<file path="src/rtl/playback_controller.sv">
// Play/pause/next sequencer for the music player; drives play, song and a restart pulse.
// Build option LOOP_ALL_EN: song_done on the last song wraps to song 0 and keeps playing.
module playback_controller #(
  parameter int NUM_SONGS  = 4,
  parameter int RST_CYCLES = 4
) (
  input  logic       clk,
  input  logic       reset,
  input  logic       play_button,
  input  logic       next_button,
  input  logic       song_done,
  output logic       play,
  output logic [1:0] song,
  output logic       reset_player,
  output logic       busy
);

  typedef enum logic [1:0] {
    S_PAUSED    = 2'b00,
    S_PLAYING   = 2'b01,
    S_RESETTING = 2'b10
  } state_t;

  localparam logic [1:0] LAST_SONG = 2'(NUM_SONGS - 1);
  localparam logic [3:0] CNT_LAST  = 4'(RST_CYCLES - 1);

  state_t     r_state, w_state_nxt;
  logic [1:0] r_song, w_song_nxt, w_song_inc;
  logic       r_resume, w_resume_nxt;
  logic [3:0] r_cnt, w_cnt_nxt;
  logic       r_play, r_rst_player, r_busy;
  logic       w_last;

  assign w_last     = (r_song == LAST_SONG);
  assign w_song_inc = w_last ? 2'd0 : r_song + 2'd1;

  always_comb begin
    w_state_nxt  = r_state;
    w_song_nxt   = r_song;
    w_resume_nxt = r_resume;
    w_cnt_nxt    = r_cnt;
    case (r_state)
      S_PAUSED: begin
        if (next_button) begin
          w_song_nxt   = w_song_inc;
          w_resume_nxt = play_button;
          w_cnt_nxt    = 4'd0;
          w_state_nxt  = S_RESETTING;
        end else if (play_button) begin
          w_state_nxt = S_PLAYING;
        end
      end
      S_PLAYING: begin
        if (next_button || song_done) begin
          w_song_nxt   = w_song_inc;
          w_resume_nxt = !play_button;
`ifndef LOOP_ALL_EN
          // Finishing the last song stops the player at song 0.
          if (song_done && w_last) w_resume_nxt = 1'b0;
`endif
          w_cnt_nxt    = 4'd0;
          w_state_nxt  = S_RESETTING;
        end else if (play_button) begin
          w_state_nxt = S_PAUSED;
        end
      end
      S_RESETTING: begin
        w_resume_nxt = r_resume ^ play_button;
        if (r_cnt == CNT_LAST) begin
          w_cnt_nxt   = 4'd0;
          w_state_nxt = w_resume_nxt ? S_PLAYING : S_PAUSED;
        end else begin
          w_cnt_nxt = r_cnt + 4'd1;
        end
      end
      default: begin
        w_state_nxt  = S_PAUSED;
        w_song_nxt   = 2'd0;
        w_resume_nxt = 1'b0;
        w_cnt_nxt    = 4'd0;
      end
    endcase
  end

  // Outputs are registered from the next state so they follow the input by one cycle.
  always_ff @(posedge clk or posedge reset) begin
    if (reset) begin
      r_state      <= S_PAUSED;
      r_song       <= 2'd0;
      r_resume     <= 1'b0;
      r_cnt        <= 4'd0;
      r_play       <= 1'b0;
      r_rst_player <= 1'b0;
      r_busy       <= 1'b0;
    end else begin
      r_state      <= w_state_nxt;
      r_song       <= w_song_nxt;
      r_resume     <= w_resume_nxt;
      r_cnt        <= w_cnt_nxt;
      r_play       <= (w_state_nxt == S_PLAYING);
      r_rst_player <= (w_state_nxt == S_RESETTING);
      r_busy       <= (w_state_nxt == S_RESETTING);
    end
  end

  assign play         = r_play;
  assign song         = r_song;
  assign reset_player = r_rst_player;
  assign busy         = r_busy;

endmodule

</file>
<file path="config.mk">
export PLATFORM = sky130hd
export DESIGN_NAME = playback_controller
export DESIGN_NICKNAME = d
export VERILOG_FILES = /design/src/rtl/playback_controller.sv
export SDC_FILE = /design/constraint.sdc
export NUM_CORES = 1
export LEC_CHECK = 0
export ABC_AREA = 1
export BUFFER_PORTS_ARGS = -buffer_cell sky130_fd_sc_hd__buf_2
export CAP_MARGIN = 20
export CORE_AREA = 2 2 39 41
export CTS_BUF_LIST = sky130_fd_sc_hd__clkbuf_8
export DETAILED_ROUTE_END_ITERATION = 12
export DIE_AREA = 0 0 41 43
export GPL_TIMING_DRIVEN = 1
export PLACE_DENSITY_LB_ADDON = 0.2
export SYNTH_ARGS = -nofsm -noshare
export SYNTH_HDL_FRONTEND = slang
export SYNTH_SLANG_ARGS = --single-unit
</file>
<file path="constraint.sdc">
create_clock -name clk -period 1.25 [get_ports clk]
set_input_delay 0.25 -clock clk [delete_from_list [all_inputs] [get_ports clk]]
set_output_delay 0.25 -clock clk [all_outputs]
set_load 0.03 [all_outputs]
</file>
==> results.md, run 1 <==
* Outcome: finished, final reports clean
* Die area at 0.00176 mm²
* Routed Antenna Nets at 0
* Layout cells sized above 1 at 0.241
* Slew @ Worst Pin at 422 ps
* Final hold violation count at 0
* Via/cell ratio at approximately 5
* DP Worst Slack at 155 ps
* Avg Cell Area, Syn at 8.52 µm²
* Min-Delay Path Class: primary input to asynchronous set/reset pin
* Top cells by area, synth: dfrtp_1, nand2_1, nand3_1, inv_1, ha_1
* Layout area overhead at 18.0%
* # nets final at 87
* Fin Setup TNS at 0 ps
* PostCTS Resize Cnt at 0
* Max-slew violations at 0
* CP arrival at 1190 ps
* Starting Density at 0.412
* Routability cong. at 0.713
* Synth Area in Simple Gates at 0.303
* Synthesized flop and latch total at 11
* Max_cap viols at 0
* Critical-path cell list: ha_1, nand2_1, nor2_1, nand4_1, nand3_1
* Tot GR Track Use at 0.155
* Library cells used by synthesis at 20
* Postcts setup bufs at 0
* Sw Share at 0.426
* Critical Path Start Type: register
* Via Count at 476
* P per Cell Area at 2520 mW/mm²
* Synth Area in Adders at 0.0439
* I/O Buffers at 9
* Routed len/inst at around 11 µm
* XOR/XNOR share of the synthesized area at 0.0307
* Fin util at 0.486
* Crit Path Max Fanout at 3
* Syn. warnings at 0
* GR Overflow Total at 0
* CP peak stage delay at 400 ps
* Int Pwr at 975 µW
* Hold_buf cts at 0
* Syn Nets at 74
* Drt first pass iters at 4
* First-pass GRT wire length at 1770 µm
* Vias in the first global route at 459
* Initial antenna violation count at 0
* CORE AREA at 0.00138 mm²
* Die width at ~41 µm
* Worst-case clock buffer depth at 2
* Drt drc at 0
* Cell Area, Synth at 571 µm²
* Final HPWL DP at 793 µm
* Mux share of post-synthesis cell area at 0.0175
* Die height at approximately 43 µm
* Largest net degree at the start of global routing at 12
* Largest family of logic cells by synthesized area: simple AND/OR/NAND/NOR gates
* Slowest-stage cell, CP: dfrtp_1
* Initial drt markers at 6
* TritonCTS clock tree: done
* Reg power frac at 0.366
* Reg clk slew, reported paths at around 50 ps
* Top-area cell type share of the netlist area at 0.482
* Yosys top cell by area: dfrtp_1
* Period utilization at 0.867
* RSZ-0062 raised after global routing: false
* N_diodes at 0
* Clock share of power at 0.195
* Worst setup margin at 166 ps
* Clock sink total at 11
* CP delay by family, top: flip-flops
* Most common cell in the synthesized netlist: nand2_1
* Main flop type after synthesis: dfrtp_1
* Worst path required time at 1360 ps
* Critical path endpoint category: register
* VDD IR max at 1.28 mV
* Fmax at 922 MHz
* Synth Area in Compound Gates at 0.0504
* WP buf/inv at 0
* Total clock buffers created by CTS at 3
* Switching power at 723 µW
* Clock Latency Late Sink at 230 ps
* Post-Route Skew at 2.12 ps
* Sequential cell area fraction in the yosys report at 0.482
* Share of synthesized registers carrying an async set or reset at 1.00
* Post-Route WL at 1010 µm
* H-tree depth at 1
* EDFF count, synth at 0
* Leakage at 0.370 nW
* Worst setup path class: register to register
* Final setup viols at 0
* Gate Count Post-Synth at 67
* Logic pwr share at 0.440
* Num ports at 10
* Final worst path period need at 1080 ps
* Pwr Total at 1.70 mW
* Root Buffer: clkbuf_8
* Most instantiated cells after synthesis: nand2_1, dfrtp_1, nand3_1, inv_1, nor2_1
* Row cnt at 14
* Slew margin rel. at 0.719
power groups by stage:
stage / Clock [mW] / Combinational [mW] / Sequential [mW]
final: 0.331 / 0.746 / 0.621
after global placement: 0 / 0.735 / 0.623
after global routing: 0.366 / 0.841 / 0.641
after detailed placement: 0 / 0.747 / 0.624
after floorplan: 0 / 0.493 / 0.713
after CTS: 0.343 / 0.754 / 0.623
placed cells by master, fill, tap and decap left out, drive strengths merged, types with 2 or more instances in the layout:
master  Yosys  routed
buf         1       9
clkbuf      0       3
dfrtp      11      11
ha          2       2
inv         9      10
nand2      19      19
nand3      11      11
nor2        6       6
o21ai       2       2
metal layers:
layer	share of wire	vias up	track usage	routed length, µm
met2	0.48	9	0.225	483
met3	0.042	2	0.0524	43
met1	0.47	225	0.185	471
li1	-	240	-	-
met5	0	-	0	0
met4	0.013	0	0.100	13
kinds of logic (layout without fill, tap and decap cells):
group           count (synthesis)  in the layout
simple gates                   37             37
xor+xnor                        2              2
mux                             1              1
fa+ha+maj                       2              2
buf+inv                        10             22
flops                          11             11
compound gates                  4              4
area by class of cell:
class / count / area [µm²]
Fill cell: 142 / 711
Sequential cell: 11 / 275
Multi-Input combinational cell: 46 / 254
Timing Repair Buffer: 9 / 45.0
Clock buffer: 3 / 41.3
Inverter: 9 / 33.8
Tap cell: 16 / 20.0
Clock inverter: 1 / 3.75
sequential cells by signal, indices dropped and copies added, names as in the netlist:
signal	flops
busy	1
play	1
r_cnt	4
r_resume	1
r_state	2
song	2
through the flow:
step / hold WS [ps] / cells / cell area, µm²
2_1_floorplan: 102 / 67 / 571
3_3_place_gp: 264 / 91 / 628
3_5_place_dp: 266 / 91 / 628
4_1_cts: 16.6 / 95 / 673
5_1_grt: 55.9 / 95 / 673
6_report: 4.28 / 95 / 673
worst paths after layout:
| check | startpoint | end | slack [ps] | cells after the start |
|---|---|---|---|---|
| worst max-delay path | r_cnt[0]$_DFFE_PP0P_ | r_state[0]$_DFF_PP0_ | 170 | 5 |
| worst min-delay path | reset | r_cnt[1]$_DFFE_PP0P_ | 4 | 2 |
| worst max register to register | r_cnt[0]$_DFFE_PP0P_ | r_state[0]$_DFF_PP0_ | 170 | 5 |
| worst min register to register | song[1]$_DFFE_PP0P_ | song[1]$_DFFE_PP0P_ | 490 | 2 |
| max in group asynchronous | reset | r_cnt[3]$_DFFE_PP0P_ | 950 | 2 |
| min in group clk | play_button | play$_DFF_PP0_ | 350 | 3 |
Power figures use the tool's default switching activity.
==> run 2, diff against run 1 <==
Settings changed: BUFFER_PORTS_ARGS -buffer_cell sky130_fd_sc_hd__buf_2 to not set, DONT_BUFFER_PORTS set to 1.
Clock period 1.25 ns to 1 ns, I/O delays scaled along.
==> results.md, run 2 (synthesized netlist as in run 1, its figures left out) <==
* Routed Antenna Nets at 0
* Min-Delay Path Class: primary input to register
* Initial antenna violation count at 0
* Critical path endpoint category: register
* Pwr Total at 2.57 mW
* H-tree depth at 1
* Largest net degree at the start of global routing at 12
* CORE AREA at 0.00138 mm²
* RSZ-0062 raised after global routing: true
* Period utilization at 1.03
* DP Worst Slack at -12.5 ps
* Vias in the first global route at 502
* Max-slew violations at 0
* Hold Slack at about 160 ps
* Starting Density at 0.412
* Tot GR Track Use at 0.175
* Busiest grt layer: met2
* Final Cell Area at 787 µm²
* Routability cong. at 0.722
* CP arrival at 1200 ps
* Commonest non-fill, non-tap cells in the layout: nand2_1, inv_1, nand3_1, dfrtp_1, buf_4
* Total clock buffers created by CTS at 3
* Final HPWL DP at 804 µm
* Crit. Startpoint: r_cnt[1]$_DFFE_PP0P_
* Num ports at 10
* TritonCTS clock tree: done
* Critical-path cell list: ha_4, nand2_4, nor2_2, nand4_1, nand3_1
* Outcome: complete, but fails checks
* Final setup viols at 5
* Worst setup path class: register to register
* Fin Setup TNS at -71.3 ps
* Post-Route Skew at 0.697 ps
* Die width at slightly above 40 µm
* Met2 Track Usage GR at 0.256
* Routed len/inst at 12.0 µm
* Drt drc at 0
* Crit Path Max Fanout at 2
* Reg clk slew, reported paths at around 50 ps
* Failing checks: negative setup slack
* P per Cell Area at 3260 mW/mm²
* Layout cells sized above 1 at 0.380
* Drt first pass iters at 2
* Met3 GRT Util at 0.0576
* N_diodes at 0
* # nets final at 87
* Worst setup margin at -26.2 ps
* Max reg flops at 4
* Met1 usage at 0.205
* Clock sink total at 11
* Worst hold start: play_button
* Leakage at 0.390 nW
* Via/cell ratio at 4.87
* Final hold violation count at 0
* Root Buffer: clkbuf_8
* I/O Buffers at 0
* Clock Latency Late Sink at ~240 ps
* Layout area overhead at 37.9%
* Max_cap viols at 0
* Slowest-stage cell, CP: dfrtp_1
* Fmax at 974 MHz
* Die height at 43 µm
* VDD IR max at 1.50 mV
* Row cnt at 14
* Top reg by flops: r_cnt
* Via Count at 463
* GR Overflow Total at 0
* R2r startpoint: r_cnt[1]$_DFFE_PP0P_
* Initial drt markers at 3
* Worst path required time at 1170 ps
* Final worst path period need at 1030 ps
* Worst-case clock buffer depth at 2
* Commonest non-fill, non-tap cell in the layout: nand2_1
* Slew @ Worst Pin at 422 ps
* Post-Route WL at 1140 µm
* CP peak stage delay at 390 ps
* First-pass GRT wire length at approximately 2000 µm
* Slew margin rel. at 0.718
* Critical Path Start Type: register
* # fillers at 129
* Post-DP Area at between 600 and 700 µm²
* Die area at 0.00176 mm²
run 2: changes by cell type in the layout (fill, tap and decap cells not counted), moves of 2 or more:
cell,change
buf_2,-9
buf_4,+5
nand2_1,-4
dfrtp_1,-3
dfrtp_2,+3
buf_6,+2
ha_1,-2
ha_4,+2
nand2_2,+2
nand2_4,+2
nand3_1,-2
nand3_2,+2
run 2: final cells by class:
type / instances / area [µm²] / share of cell area
clock inverter: 1 / 3.75 / 0.00477
multi-input combinational: 46 / 319 / 0.405
sequential: 11 / 279 / 0.355
timing repair buffer: 9 / 90.1 / 0.114
clock buffer: 3 / 41.3 / 0.0525
tap: 16 / 20.0 / 0.0254
inverter: 9 / 33.8 / 0.0429
run 2: critical path, delay by kind of cell (launching register included):
family	cells	cell delay (ps)
simple gates	4	400
flops	1	390
fa+ha+maj	1	170
run 2: routing by layer:
metal,share of wire,vias to the layer above,routed length [µm]
li1,-,240,-
met1,0.42,208,482
met2,0.49,10,558
met3,0.051,5,58
met4,0.033,0,38
met5,0,-,0
run 2: stage by stage:
step | utilization | instances
floorplan | - | 67
global placement | 0.476 | 88
detailed placement | 0.476 | 88
CTS | 0.523 | 93
global route | 0.569 | 95
finish | 0.569 | 95
run 2: power breakdown:
group          leakage (nW)  internal (mW)  switching, mW
logic                 0.227          0.603          0.692
registers             0.136          0.637          0.200
clock network        0.0269          0.269          0.168
total                 0.390           1.51           1.06
run 2: timing repair:
action / in CTS / in global routing
cloned: 0 / 0
hold endpoints to repair: 11 / 0
buffers inserted: 0 / 2
hold buffers: 1 / 0
gates resized for setup: 3 / 11
endpoints found under the setup margin: 5 / 15
pin swaps: 0 / 9
run 2: path summary, 6_finish.rpt:
check / to / slack [ps] / depth (start not counted)
worst min-delay path: play$_DFF_PP0_ / 160 / 2
worst max register to register: r_state[0]$_DFF_PP0_ / -30 / 5
worst max-delay path: r_state[0]$_DFF_PP0_ / -30 / 5
max in group asynchronous: r_state[0]$_DFF_PP0_ / 280 / 2
worst min register to register: r_resume$_DFFE_PP0P_ / 510 / 2
min in group asynchronous: busy$_DFF_PP0_ / 400 / 2
==> run 3, diff against run 2 <==
Settings changed: ABC_AREA 1 to not set.
==> results.md, run 3 <==
* Largest net degree at the start of global routing at 12
* Library cells used by synthesis at 28
* WP buf/inv at 0
* Via/cell ratio at 5.70
* Initial drt markers at 22
* VDD IR max at 1.90 mV
* Synth Area in Adders at 0.0413
* Die width at ~41 µm
* Fin Setup TNS at -1690 ps
* Synth Area in Compound Gates at 0.306
* N_diodes at 0
* Worst hold start: next_button
* Max reg flops at 4
* First-pass GRT wire length at 2210 µm
* DR WL met3 at 85 µm
* Worst R2R End: r_resume$_DFFE_PP0P_
* Final hold violation count at 0
* Layout area overhead at 45.0%
* Max_cap viols at 0
* P per Cell Area at around 2900 mW/mm²
* EDFF count, synth at 0
* Most common cell in the synthesized netlist: dfrtp_1
* Outcome: complete, but fails checks
* Main flop type after synthesis: dfrtp_1
* Slew @ Worst Pin at between 400 and 500 ps
* Placed Cells incl. Taps at 84
* Min-Delay Path Class: primary input to register
* Layout cells sized above 1 at 0.520
* Initial antenna violation count at 0
* Fmax at roughly 830 MHz
* Worst-case clock buffer depth at 2
* Clock sink total at 11
* Critical Path Start Type: register
* Worst setup path class: register to register
* Routed Antenna Nets at 0
* Most instantiated cells after synthesis: dfrtp_1, a21oi_1, inv_1, o21ai_0
* Share of synthesized registers carrying an async set or reset at 1.00
* Worst hold stages at 2
* Cell Area, Synth at about 610 µm²
* Total clock buffers created by CTS at 3
* Yosys top cell by area: dfrtp_1
* CORE AREA at 0.00138 mm²
* Non-filler cells, final at 91
* Top cells by area, synth: dfrtp_1, a21oi_1, ha_1, o21ai_0, a211oi_4
* Hold endpoint: r_state[1]$_DFF_PP0_
* Pwr Total at 2.53 mW
* Drt drc at 0
* Row cnt at 14
* Syn. warnings at 0
* Final HPWL DP at 910 µm
* CP arrival at 1320 ps
* Failing checks: negative setup slack
* Max-slew violations at 0
* Post-Route WL at 1320 µm
* Critical-path cell list: a211oi_4, a2111oi_2, a221o_1
* XOR/XNOR share of the synthesized area at 0
* Leakage at around 0.37 nW
* Top reg by flops: r_cnt
* Clock Latency Late Sink at approximately 230 ps
* WL met2 at 589 µm
* Starting Density at 0.438
* Routability cong. at between 0.8 and 0.9
* Critical path endpoint category: register
* Drt first pass iters at 5
* Synth Area in Simple Gates at 0.124
* RSZ-0062 raised after global routing: true
* Routed len/inst at 14.5 µm
* Mux share of post-synthesis cell area at 0
* Max layer used: met4
* Root Buffer: clkbuf_8
* Die area at 0.00176 mm²
* Via Count at 519
* Worst setup margin at -202 ps
* H-tree depth at 1
* I/O Buffers at 0
* Gate Count Post-Synth at 58
* Reg2Reg Depth at 3
* Crit Path Max Fanout at 6
* Reg clk slew, reported paths at 50 ps
* Worst path required time at 1120 ps
* Final Cell Area at 878 µm²
* Slew margin rel. at 0.722
* Post-DP Area at 722 µm²
* Num ports at 10
* Tot GR Track Use at 0.191
* Worst R2R Setup Slack at -200 ps
* Sequential cell area fraction in the yosys report at 0.455
* Vias in the first global route at between 400 and 500
* CP peak stage delay at 460 ps
* Met1 WL at 627 µm
* Final setup viols at 11
* Commonest non-fill, non-tap cells in the layout: buf_4, dfrtp_1, inv_1
* Syn Nets at 65
* Top-area cell type share of the netlist area at 0.455
* TritonCTS clock tree: done
* DP Worst Slack at -244 ps
* Period utilization at 1.20
* R2r startpoint: r_state[1]$_DFF_PP0_
* Commonest non-fill, non-tap cell in the layout: buf_4
* Slowest-stage cell, CP: dfrtp_2
* Largest family of logic cells by synthesized area: compound AO/OA/AOI/OAI gates
* Avg Cell Area, Syn at roughly 10 µm²
* Final worst path period need at 1200 ps
* Post-Route Skew at 1.12 ps
* CP delay by family, top: compound AO/OA/AOI/OAI gates
* Synthesized flop and latch total at 11
* # nets final at 83
* GR Overflow Total at 0
* Die height at 43 µm
-- run 3: changes by cell type after synthesis, moves of 3 or more --
cell | previous run | this run
nand2_1 | 18 | 1
o21ai_0 | 1 | 5
nand3_1 | 10 | 2
a21oi_1 | 0 | 5
nor2_1 | 4 | 1
-- run 3: worst register-to-register path: stages (launching register included) --
cell       delay (ps)
dfrtp_2           460
a211oi_4          270
a2111oi_2          70
a221o_1           290
-- run 3: layout make-up --
cell class	count	area [µm²]
sequential	11	280
multi-input combinational	39	364
timing repair buffer	16	150
clock inverter	1	3.75
tap	16	20.0
fill	110	505
inverter	5	18.8
clock buffer	3	41.3
-- run 3: per-stage QoR --
step,hold WS (ps),utilization
global route,151,0.635
floorplan,52.3,-
global placement,111,0.522
finish,143,0.635
CTS,140,0.613
detailed placement,106,0.522
-- run 3: metal layers --
metal	GRT usage	up-vias
met3	0.0785	2
met5	0	-
met2	0.241	22
met1	0.281	244
met4	0.0800	0
li1	-	251
-- run 3: report_power, final --
| part | total (mW) | leakage [nW] | internal [mW] | switching (mW) |
|---|---|---|---|---|
| combinational | 1.31 | 0.208 | 0.668 | 0.638 |
| clock | 0.438 | 0.0269 | 0.270 | 0.169 |
| sequential | 0.784 | 0.135 | 0.607 | 0.177 |
| total | 2.53 | 0.370 | 1.55 | 0.984 |
-- run 3: repair_timing --
item,4_1_cts,5_1_grt
resized for setup,19,5
buffers inserted,1,1
hold endpoints to repair,11,0
hold buffers,1,0
pin swaps,2,1
setup endpoints to repair,13,15
-- run 3: logic make-up after synthesis --
family / count (synthesis)
fa+ha+maj: 2
flops: 11
buf+inv: 8
simple gates: 13
compound gates: 24
-- run 3: how the worst max path moves through the flow --
stage                               startpoint                   end  slack, ps  cells past startpoint
final                     r_state[1]$_DFF_PP0_  r_resume$_DFFE_PP0P_       -200                      3
after global routing       song[0]$_DFFE_PP0P_  r_resume$_DFFE_PP0P_       -230                      3
after CTS                 r_state[1]$_DFF_PP0_  r_resume$_DFFE_PP0P_       -190                      4
after detailed placement  r_state[0]$_DFF_PP0_   song[0]$_DFFE_PP0P_       -240                      3
after global placement    r_state[1]$_DFF_PP0_        play$_DFF_PP0_       -240                      4
after floorplan           r_state[0]$_DFF_PP0_  r_resume$_DFFE_PP0P_       -230                      4
